$ cat config.mk
export PLATFORM = sky130hd
export DESIGN_NAME = mod_beep_meter
export DESIGN_NICKNAME = d
export VERILOG_FILES = /design/src/rtl/mod_beep_meter.sv
export SDC_FILE = /design/constraint.sdc
export NUM_CORES = 1
export LEC_CHECK = 0
export CORE_MARGIN = 2
export CORE_UTILIZATION = 33
export CTS_CLUSTER_DIAMETER = 80
export DETAILED_ROUTE_END_ITERATION = 10
export PLACE_DENSITY = 0.52
export SYNTH_ARGS = -nofsm -noshare
export SYNTH_HDL_FRONTEND = slang
export SYNTH_SLANG_ARGS = --single-unit
export TNS_END_PERCENT = 50
$ cat constraint.sdc
create_clock -name clk_4M_i -period 7.75 [get_ports clk_4M_i]
set_input_delay 0.775 -clock clk_4M_i [delete_from_list [all_inputs] [get_ports clk_4M_i]]
set_output_delay 0.775 -clock clk_4M_i [all_outputs]
set_load 0.05 [all_outputs]
$ cat src/rtl/mod_beep_meter.sv
// mod_beep_meter
//   Watches a square-wave pin and measures the length of a beep tone. Every
//   transition (rising or falling) of the synchronized pin ends a
//   half-period interval. Intervals inside the accepted window are counted.
//   When the tone stops, or a too-short interval (glitch) appears, the
//   measurement is reported as a number of full cycles with a one-clock
//   valid pulse.
//
// Parameters
//   simulation : 1 shortens the nominal half-period to 11 clocks (else 2001)
//   tol        : accepted deviation of a half-period from nominal, in clocks
//
// Ports
//   clk_4M_i    : 4 MHz clock
//   rst_i       : asynchronous active-high reset
//   pin_i       : monitored pin, asynchronous to clk_4M_i
//   en_i        : measurement enable; dropping it aborts a measurement
//   cyc_o       : high while a measurement is in progress
//   valid_o     : one-clock pulse when period_ms_o / err_o are updated
//   period_ms_o : measured tone length in full cycles
//   err_o       : the reported measurement is malformed
module mod_beep_meter #(
  parameter int simulation = 0,
  parameter int tol        = 200
) (
  input  logic        clk_4M_i,
  input  logic        rst_i,
  input  logic        pin_i,
  input  logic        en_i,
  output logic        cyc_o,
  output logic        valid_o,
  output logic [31:0] period_ms_o,
  output logic        err_o
);

  localparam int HALF_NOM = (simulation != 0) ? 11 : 2001;
  localparam int HALF_MIN = HALF_NOM - tol;
  localparam int HALF_MAX = HALF_NOM + tol;

  // Interval is hcnt+1, so it needs one bit more than hcnt.
  localparam logic [12:0] IV_MIN = 13'(HALF_MIN);
  localparam logic [12:0] IV_MAX = 13'(HALF_MAX);
  localparam logic [11:0] HC_MAX = 12'(HALF_MAX);

  typedef enum logic [1:0] {
    IDLE = 2'd0,
    MEAS = 2'd1,
    DONE = 2'd2
  } state_e;

  // sync_q[0]: metastability flop, sync_q[1]: pin_s, sync_q[2]: pin_s delayed
  logic [2:0]  sync_q;
  logic        edge_s;

  state_e      state_q;
  logic [11:0] hcnt_q;
  logic [11:0] hcnt_d;
  logic [32:0] halves_q;
  logic [32:0] halves_d;
  logic        errf_q;
  logic [31:0] period_d;

  logic [12:0] interval;
  logic [33:0] rounded;

  assign edge_s   = sync_q[1] ^ sync_q[2];
  assign interval = {1'b0, hcnt_q} + 13'd1;

  // Both counters saturate instead of wrapping.
  assign hcnt_d   = (&hcnt_q)   ? hcnt_q   : hcnt_q + 12'd1;
  assign halves_d = (&halves_q) ? halves_q : halves_q + 33'd1;

  // 2N edges give 2N-1 intervals; rounding up the halving reports N.
  // The result can reach 2^32 only when halves is saturated; clamp it.
  assign rounded  = ({1'b0, halves_q} + 34'd1) >> 1;
  assign period_d = (rounded[33:32] != 2'b00) ? 32'hFFFF_FFFF : rounded[31:0];

  always_ff @(posedge clk_4M_i or posedge rst_i) begin
    if (rst_i) begin
      sync_q <= 3'b000;
    end else begin
      sync_q <= {sync_q[1:0], pin_i};
    end
  end

  always_ff @(posedge clk_4M_i or posedge rst_i) begin
    if (rst_i) begin
      state_q     <= IDLE;
      hcnt_q      <= '0;
      halves_q    <= '0;
      errf_q      <= 1'b0;
      cyc_o       <= 1'b0;
      valid_o     <= 1'b0;
      period_ms_o <= '0;
      err_o       <= 1'b0;
    end else begin
      valid_o <= 1'b0;
      case (state_q)
        IDLE: begin
          cyc_o <= 1'b0;
          if (edge_s && en_i) begin
            state_q  <= MEAS;
            hcnt_q   <= '0;
            halves_q <= '0;
            cyc_o    <= 1'b1;
          end
        end

        MEAS: begin
          if (!en_i) begin
            // Aborted: nothing is reported, outputs keep the last result.
            state_q <= IDLE;
            cyc_o   <= 1'b0;
          end else if (edge_s) begin
            if (interval < IV_MIN) begin
              errf_q  <= 1'b1;
              state_q <= DONE;
            end else if (interval <= IV_MAX) begin
              halves_q <= halves_d;
              hcnt_q   <= '0;
            end else begin
              // Edge landing on the timeout clock: the interval is one too
              // long, so it closes the tone like a plain timeout.
              errf_q  <= (halves_q == '0);
              state_q <= DONE;
            end
          end else if (hcnt_q == HC_MAX) begin
            // Tone ended; a lone starting edge is not a tone.
            errf_q  <= (halves_q == '0);
            state_q <= DONE;
          end else begin
            hcnt_q <= hcnt_d;
          end
        end

        DONE: begin
          period_ms_o <= period_d;
          err_o       <= errf_q;
          valid_o     <= 1'b1;
          cyc_o       <= 1'b0;
          state_q     <= IDLE;
        end

        default: begin
          state_q <= IDLE;
          cyc_o   <= 1'b0;
        end
      endcase
    end
  end

endmodule

* Word level (Yosys, flattened, before mapping) *
Cells that the tools add are included.

word-level totals
  bits in registers = 86
  word-level logic and storage cells = 75

cells by class
  magnitude comparators = 2
  $add $sub $neg = 4
  equality and inequality tests = 17
  reductions and logical operators = 11
  muxes and demuxes = 31
  bitwise operators = 1

operator list
  kind                     count
  $mux W33                 6
  $mux W12                 7
  $pmux W33 S2             1
  $add A33 B1 Y34 const B  1
  $add A33 B1 Y33 const B  1
  $logic_not A33 Y1        1
  $reduce_and A33 Y1       1
  $mux W32                 1
  $pmux W12 S2             1
  $ne A3 B3 Y1 const B     5
  $ne A2 B2 Y1 const B     7
  $reduce_and A7 Y1        2
  $add A12 B1 Y13 const B  1
  $le A13 B12 Y1 const B   1
  $lt A13 B11 Y1 const B   1
  $add A12 B1 Y12 const B  1
  $eq A12 B12 Y1 const B   1
  $mux W2                  6
  $reduce_and A12 Y1       1
  $mux W1                  7
  $ne A5 B5 Y1 const B     1
  $ne A4 B4 Y1 const B     1
  $pmux W2 S2              1
  $reduce_and A4 Y1        1
  8 further kinds          9

* Logic depth before layout (Yosys ltp) *
Gate-level depths: netlist (run 1).

  word-level depth = 7
  depth in mapped cells = 14

* Worst setup path before layout (run 1) *
No wires, ideal clock.

  path kind = flip-flop to flip-flop
  start = reg halves_q[0]
  end = reg halves_q[22]
  slack = 4.849 ns
  required time = 7.621 ns
  data arrival time = 2.771 ns
  path buffers = 2
  stages on the path, launching flop included = 15
  library setup time = 0.129 ns
  cells stage by stage = dfrtp_1 ha_1 inv_1 or4_1 buf_2 nor4_4 and2b_2 and3_1 ha_1 nand2b_1 nor2_1 a21boi_2 or2_1 buf_4 o21ai_1

between the ends
  word-level cells in the longest chain between the ends = 7
  elaborated cells on any way between the ends = 10
  those cells by class = add/sub (1); eq/ne (1); mux (6); reduce/logical (2)

RTL lines
  element                 line  text
  from (decl)             58    logic [32:0] halves_q;
  from (signal assigned)  119   halves_q <= halves_d;
  $add A33 B1 Y33         71    assign halves_d = (&halves_q) ? halves_q : halves_q + 33'd1;
  $mux W33                71
  $mux W33                118   end else if (interval <= IV_MAX) begin
  $mux W33                115   if (interval < IV_MIN) begin
  $mux W33                114   end else if (edge_s) begin
  $mux W33                110   if (!en_i) begin
  $pmux W33 S2            98    case (state_q)

Several ways; a longest one is shown, not always the timed one. The select of a mux whose other input is x is not followed.
A chain may end at the register's enable or synchronous reset.

* Worst setup path in the final report (run 1) *
Same ends and word-level chain as after synthesis.

==> metrics, run 1 <==
crit-path most repeated cell ha_1; Fmax 280 MHz; setup TNS 0 ns; vias in the first global route 4147; Congestion Overflow GR 0; Reg area 2150 µm²; Post-synth EDFFs 0; Arr. time, crit path 3.78 ns; post-route ant nets 0; Setup violations, final 0; peak supply drop 0.190 mV; Hold Crit Endpoint sync_q[1]; routed vias/inst 5.60; Longest Clk Path Bufs 2; Syn-to-layout area delta 16.1%; CP required 7.96 ns; Cell Area, Synth 4880 µm²; slew margin rel. 0.235; initial DRC count 359; CP Max Fanout 11; register bit total from synthesis 86; # hold bufs at CTS 0; Worst Hold Depth 0; overall routing resource usage 0.172; Place WS 4.19 ns; antenna violations before repair 0; Least-Margin Pin Slew 1.15 ns; Multi-input gate area 2470 µm²; sequential fraction of the synthesis area 0.441; ys async rst share 1.00; pin count of the biggest net entering global routing 60; Setup Skew 0.00801 ns; Avg Synthesized Cell Area 8.93 µm²; R2R Path End halves_q[22]; ranking of synthesized cells by area dfrtp_1, o31ai_1, nor2_1, a21oi_1, o21ai_0; Setup CP Type reg -> reg; RD Place Congestion 0.916; LEAKAGE 2.26 nW; Filler cells 1457; cts bufs inserted 9; Hold Violations, Final 0; Core ar. 14500 µm²; TritonCTS clock tree done; Crit-path slowest cell or4_1; post_cts resized 0; Tcrit/Tclk final 0.461; fin util 0.391; I/O Buffers 38; kind of start point of the critical path flip-flop; Distinct cells, synth 67; io pins 39; post-route worst setup slack 4.18 ns; 1st-pass router iterations 5; CP peak stage delay 0.72 ns; Synth top area share 0.441; worst path cell trace ha_1 > inv_1 > or4_1 > nor4_4 > and2b_2 > and3_1 > ha_1 > nand2b_1 > nor2_1 > a21boi_2 > or2_1 > o21ai_1; Final Net Count 568; Die ar. 15800 µm²; Post-CTS Setup Inserts 0; CP endpoint kind flip-flop; Die X 126 µm; total power draw 1.69 mW; final worst path period need 3.57 ns; cell taking the most area after synthesis dfrtp_1; status complete, no violations; syn_nets 556; reg-to-reg critical path startpoint halves_q[0]; synth warn 0; via count 4185; synth cell count leaders dfrtp_1, nor2_1, nand2_1; Placement Rows 44; hold wc startpoint sync_q[0]; HP Class reg -> reg; CTS root buffer clkbuf_16; Top FF cell, synth dfrtp_1; pwr dens 299 nW/µm²; R2R depth 12; share of cells above drive strength 1 0.0710; DRC errors left 0; R2R Setup Slk 4.18 ns; Initial Utilization 0.337; Reg clk slew, reported paths 0.06 ns; global-route wire length before repair 21700 µm; unrepaired setup endpoints after global routing false; Syn Inst Count 546; most frequent cell after synthesis dfrtp_1; Final HPWL DP 8570 µm; H-tree levels 3; Final Max Slew Viols 0; max-capacitance violation count 0; latest clock arrival within the worst-skew pair 0.35 ns; CTS sink cnt 86; DR WL/cell 17.5 µm; antenna diode count 0; drt total wl 13000 µm; chip height 126 µm
## how the worst max path moves through the flow
stage,slack (ns),depth (start not counted),endpoint,from
after floorplan,4.75,1,cyc_o,rst_i
after global placement,4.24,12,halves_q[22],halves_q[1]
after detailed placement,4.19,12,halves_q[22],halves_q[0]
after CTS,4.16,12,halves_q[22],halves_q[0]
after global routing,3.87,12,halves_q[22],halves_q[0]
final,4.18,12,halves_q[22],halves_q[0]
## where the power goes
part,switching (mW),internal [mW]
Sequential,0.0454,0.532
Combinational,0.424,0.188
Clock,0.190,0.310
## metal layers
metal	up-vias	wire length [µm]	track usage
met5	-	0	0
met3	21	558	0.0389
met2	97	5860	0.255
li1	2018	-	-
met1	2049	6330	0.245
met4	0	295	0.0647
## registers in the layout (all words and copies together) (netlist names)
name / count
valid_o: 1
halves_q: 33
cyc_o: 1
sync_q: 3
hcnt_q: 12
period_ms_o: 32
errf_q: 1
state_q: 2
err_o: 1
## stage by stage
step / std cells / hold slack (ns) / instance area, µm²
6_report: 747 / 0.351 / 5660
5_1_grt: 747 / 0.362 / 5660
4_1_cts: 747 / 0.357 / 5660
3_5_place_dp: 731 / 0.343 / 5320
3_3_place_gp: 731 / 0.341 / 5320
2_1_floorplan: 546 / 0.331 / 4880
## final cells by class
type,instances,area share
flip-flops and latches,86,0.380
multi-input cells,404,0.437
well taps,184,0.0407
clock inverters,4,0.0135
repair buffers,41,0.0712
inverters,16,0.0108
clock buffers,12,0.0471
## cells in the final DEF, fill, tap and decap left out, types with 7 or more instances in the layout
cell type        synthesis  routed
dfrtp_1                 86      86
nor2_1                  66      66
nand2_1                 40      40
clkdlybuf4s50_1          0      38
a21oi_1                 36      35
o21ai_0                 34      34
o31ai_1                 34      34
nand3_1                 24      24
nand4_1                 21      21
xnor2_1                 15      15
inv_1                   15      14
xor2_1                  12      12
nor4_1                  10      10
a31oi_1                  9       9
clkbuf_16                0       9
nand2b_1                 7       7
nor3_1                   7       7
## logic make-up after synthesis
logic type                 after synthesis  synth area share
and+or+nand+nor                        214             0.227
AOI/OAI and AO/OA                      152             0.202
DFF                                     86             0.441
buffers and inverters                   56            0.0528
xor gates and xnor gates                27            0.0485
adders and majority gates                6            0.0154
muxes                                    5            0.0128
## worst max-delay path, delay by kind of cell, from the launching register on
kind | cells | cell delay [ns]
adder cells (fa/ha/maj) | 2 | 0.36
AO/OA/AOI/OAI | 2 | 0.30
buffers and inverters | 1 | 0.09
AND/OR/NAND/NOR | 7 | 2.29
flip-flops | 1 | 0.39
No activity file was read; power rests on OpenSTA's default activity.
==> inputs of run 2 (changes only) <==
clock period = 3.65 ns   (was 7.75 ns; I/O delays follow)
==> metrics, run 2 (same netlist as run 1, synthesis figures left out) <==
Crit-path slowest cell or4_1; R2R depth 13 (+1); Initial Utilization 0.337 (unchanged); kind of start point of the critical path flip-flop; setup TNS 0 ns (unchanged); overall routing resource usage 0.175 (+0.00286); H-tree levels 3 (unchanged); R2R Path End halves_q[14]; via count 4202 (+0.41%); Syn-to-layout area delta 17.3%; pin count of the biggest net entering global routing 44 (-27%); chip height 126 µm (unchanged); hold wc startpoint sync_q[0]; drt total wl 13100 µm (+0.41%); global-route wire length before repair 22200 µm (+2.3%); cts bufs inserted 9 (unchanged); commonest cells after routing, fill and taps aside dfrtp_1, nor2_1, nand2_1, clkdlybuf4s50_1, a21oi_1; I/O Buffers 38 (unchanged); CTS sink cnt 86 (unchanged); Setup violations, final 0 (unchanged); initial DRC count 297 (-17%); TritonCTS clock tree done; Biggest register halves_q; CP Max Fanout 17 (+6); max-capacitance violation count 0 (unchanged); max FFs per register 33 (unchanged); Fmax 299 MHz (+6.9%); unrepaired setup endpoints after global routing false; DR WL/cell 17.3 µm (-0.79%); vias in the first global route 4210 (+1.5%); post-route ant nets 0 (unchanged); CP endpoint kind flip-flop; worst path cell trace ha_1 > inv_1 > or4_1 > nor4_4 > and2b_2 > and3_1 > ha_1 > nand2b_1 > nor2_1 > a21boi_2 > buf_4 > o31ai_1 > o41ai_1; latest clock arrival within the worst-skew pair 0.35 ns (about the same); Worst Setup SP halves_q[1]; Setup Skew 0.00909 ns (+0.00109 ns); Reg clk slew, reported paths 0.07 ns (about the same); io pins 39 (unchanged); Worst Hold Depth 0 (unchanged); routed vias/inst 5.56 (-0.79%); status complete, no violations; DRC errors left 0 (unchanged); fin util 0.395 (+0.00406); CP peak stage delay 0.71 ns (about the same); Longest Clk Path Bufs 2 (unchanged); R2R Setup Slk 0.31 ns (-3.87 ns); Placement Rows 44 (unchanged); share of cells above drive strength 1 0.0857 (+0.0146); Hold Crit Endpoint sync_q[1]; Top Registers halves_q: 33 flops, period_ms_o: 32 flops, hcnt_q: 12 flops; Tcrit/Tclk final 0.916 (+0.455); pwr dens 627 nW/µm² (+110%); CTS root buffer clkbuf_16; Die ar. 15800 µm² (unchanged); post-route worst setup slack 0.306 ns (-3.87 ns); Arr. time, crit path 3.59 ns (-0.19 ns); crit-path most repeated cell ha_1; Final Net Count 577 (+1.6%); Hold Violations, Final 0 (unchanged); Core ar. 14500 µm² (unchanged); Final Max Slew Viols 0 (unchanged); Final HPWL DP 8780 µm (+2.5%); slew margin rel. 0.308 (+0.0728); final worst path period need 3.34 ns (-0.229 ns); commonest non-fill, non-tap cell in the layout dfrtp_1; Congestion Overflow GR 0 (unchanged); Setup CP Type reg -> reg; antenna violations before repair 0 (unchanged); Least-Margin Pin Slew 1.04 ns (-0.110 ns); Place WS 0.218 ns (-3.97 ns); Die X 126 µm (unchanged); LEAKAGE 2.30 nW (+1.9%); reg-to-reg critical path startpoint halves_q[1]; Post-CTS Setup Inserts 0 (unchanged); 1st-pass router iterations 5 (unchanged); total power draw 3.58 mW (+110%); antenna diode count 0 (unchanged); CP required 3.90 ns (-4.06 ns); peak supply drop 0.328 mV (+72%); RD Place Congestion 0.860 (-6.1%); HP Class reg -> reg
-- run 2: metrics by stage --
stage                     area, µm²  hold slack [ns]  std cells
after floorplan                4880            0.331        546
after global placement         5390            0.341        740
after detailed placement       5390            0.340        740
after CTS                      5720            0.354        756
after global routing           5720            0.365        756
final                          5720            0.353        756
-- run 2: power by group --
group	internal, mW	total [mW]	switching, mW	leakage [nW]
sequential	1.13	1.23	0.102	1.13
clock	0.641	1.04	0.400	0.163
combinational	0.409	1.31	0.901	1.01
total	2.18	3.58	1.40	2.30
-- run 2: worst max path at each step --
| stage | to | slack [ns] |
|---|---|---|
| finish | halves_q[14] | 0.31 |
| global route | halves_q[14] | 0.02 |
| CTS | halves_q[22] | 0.18 |
| detailed placement | halves_q[22] | 0.22 |
| global placement | halves_q[22] | 0.37 |
| floorplan | halves_q[22] | 0.75 |
-- run 2: timing repair --
action	in CTS	in global routing
hold buffers	0	0
resized for setup	0	1
setup endpoints to repair	0	11
-- run 2: critical path, delay by kind of cell, from the launching register on --
kind	cells	cell delay, ns
AOI/OAI and AO/OA	3	0.35
adders and majority gates	2	0.37
buffers and inverters	2	0.36
DFF	1	0.39
and+or+nand+nor	6	1.74
-- run 2: area by class of cell --
cell class,count,area [µm²]
fillers,1443,8760
multi-input cells,404,2470
flip-flops and latches,86,2150
repair buffers,50,470
clock buffers,12,256
well taps,184,230
clock inverters,4,77.6
inverters,16,61.3
-- run 2: per-layer routing --
metal,wire (µm),vias up,track usage
li1,-,2035,-
met1,6280,2050,0.241
met2,5950,95,0.273
met3,547,22,0.0287
met4,316,0,0.0725
met5,0,-,0
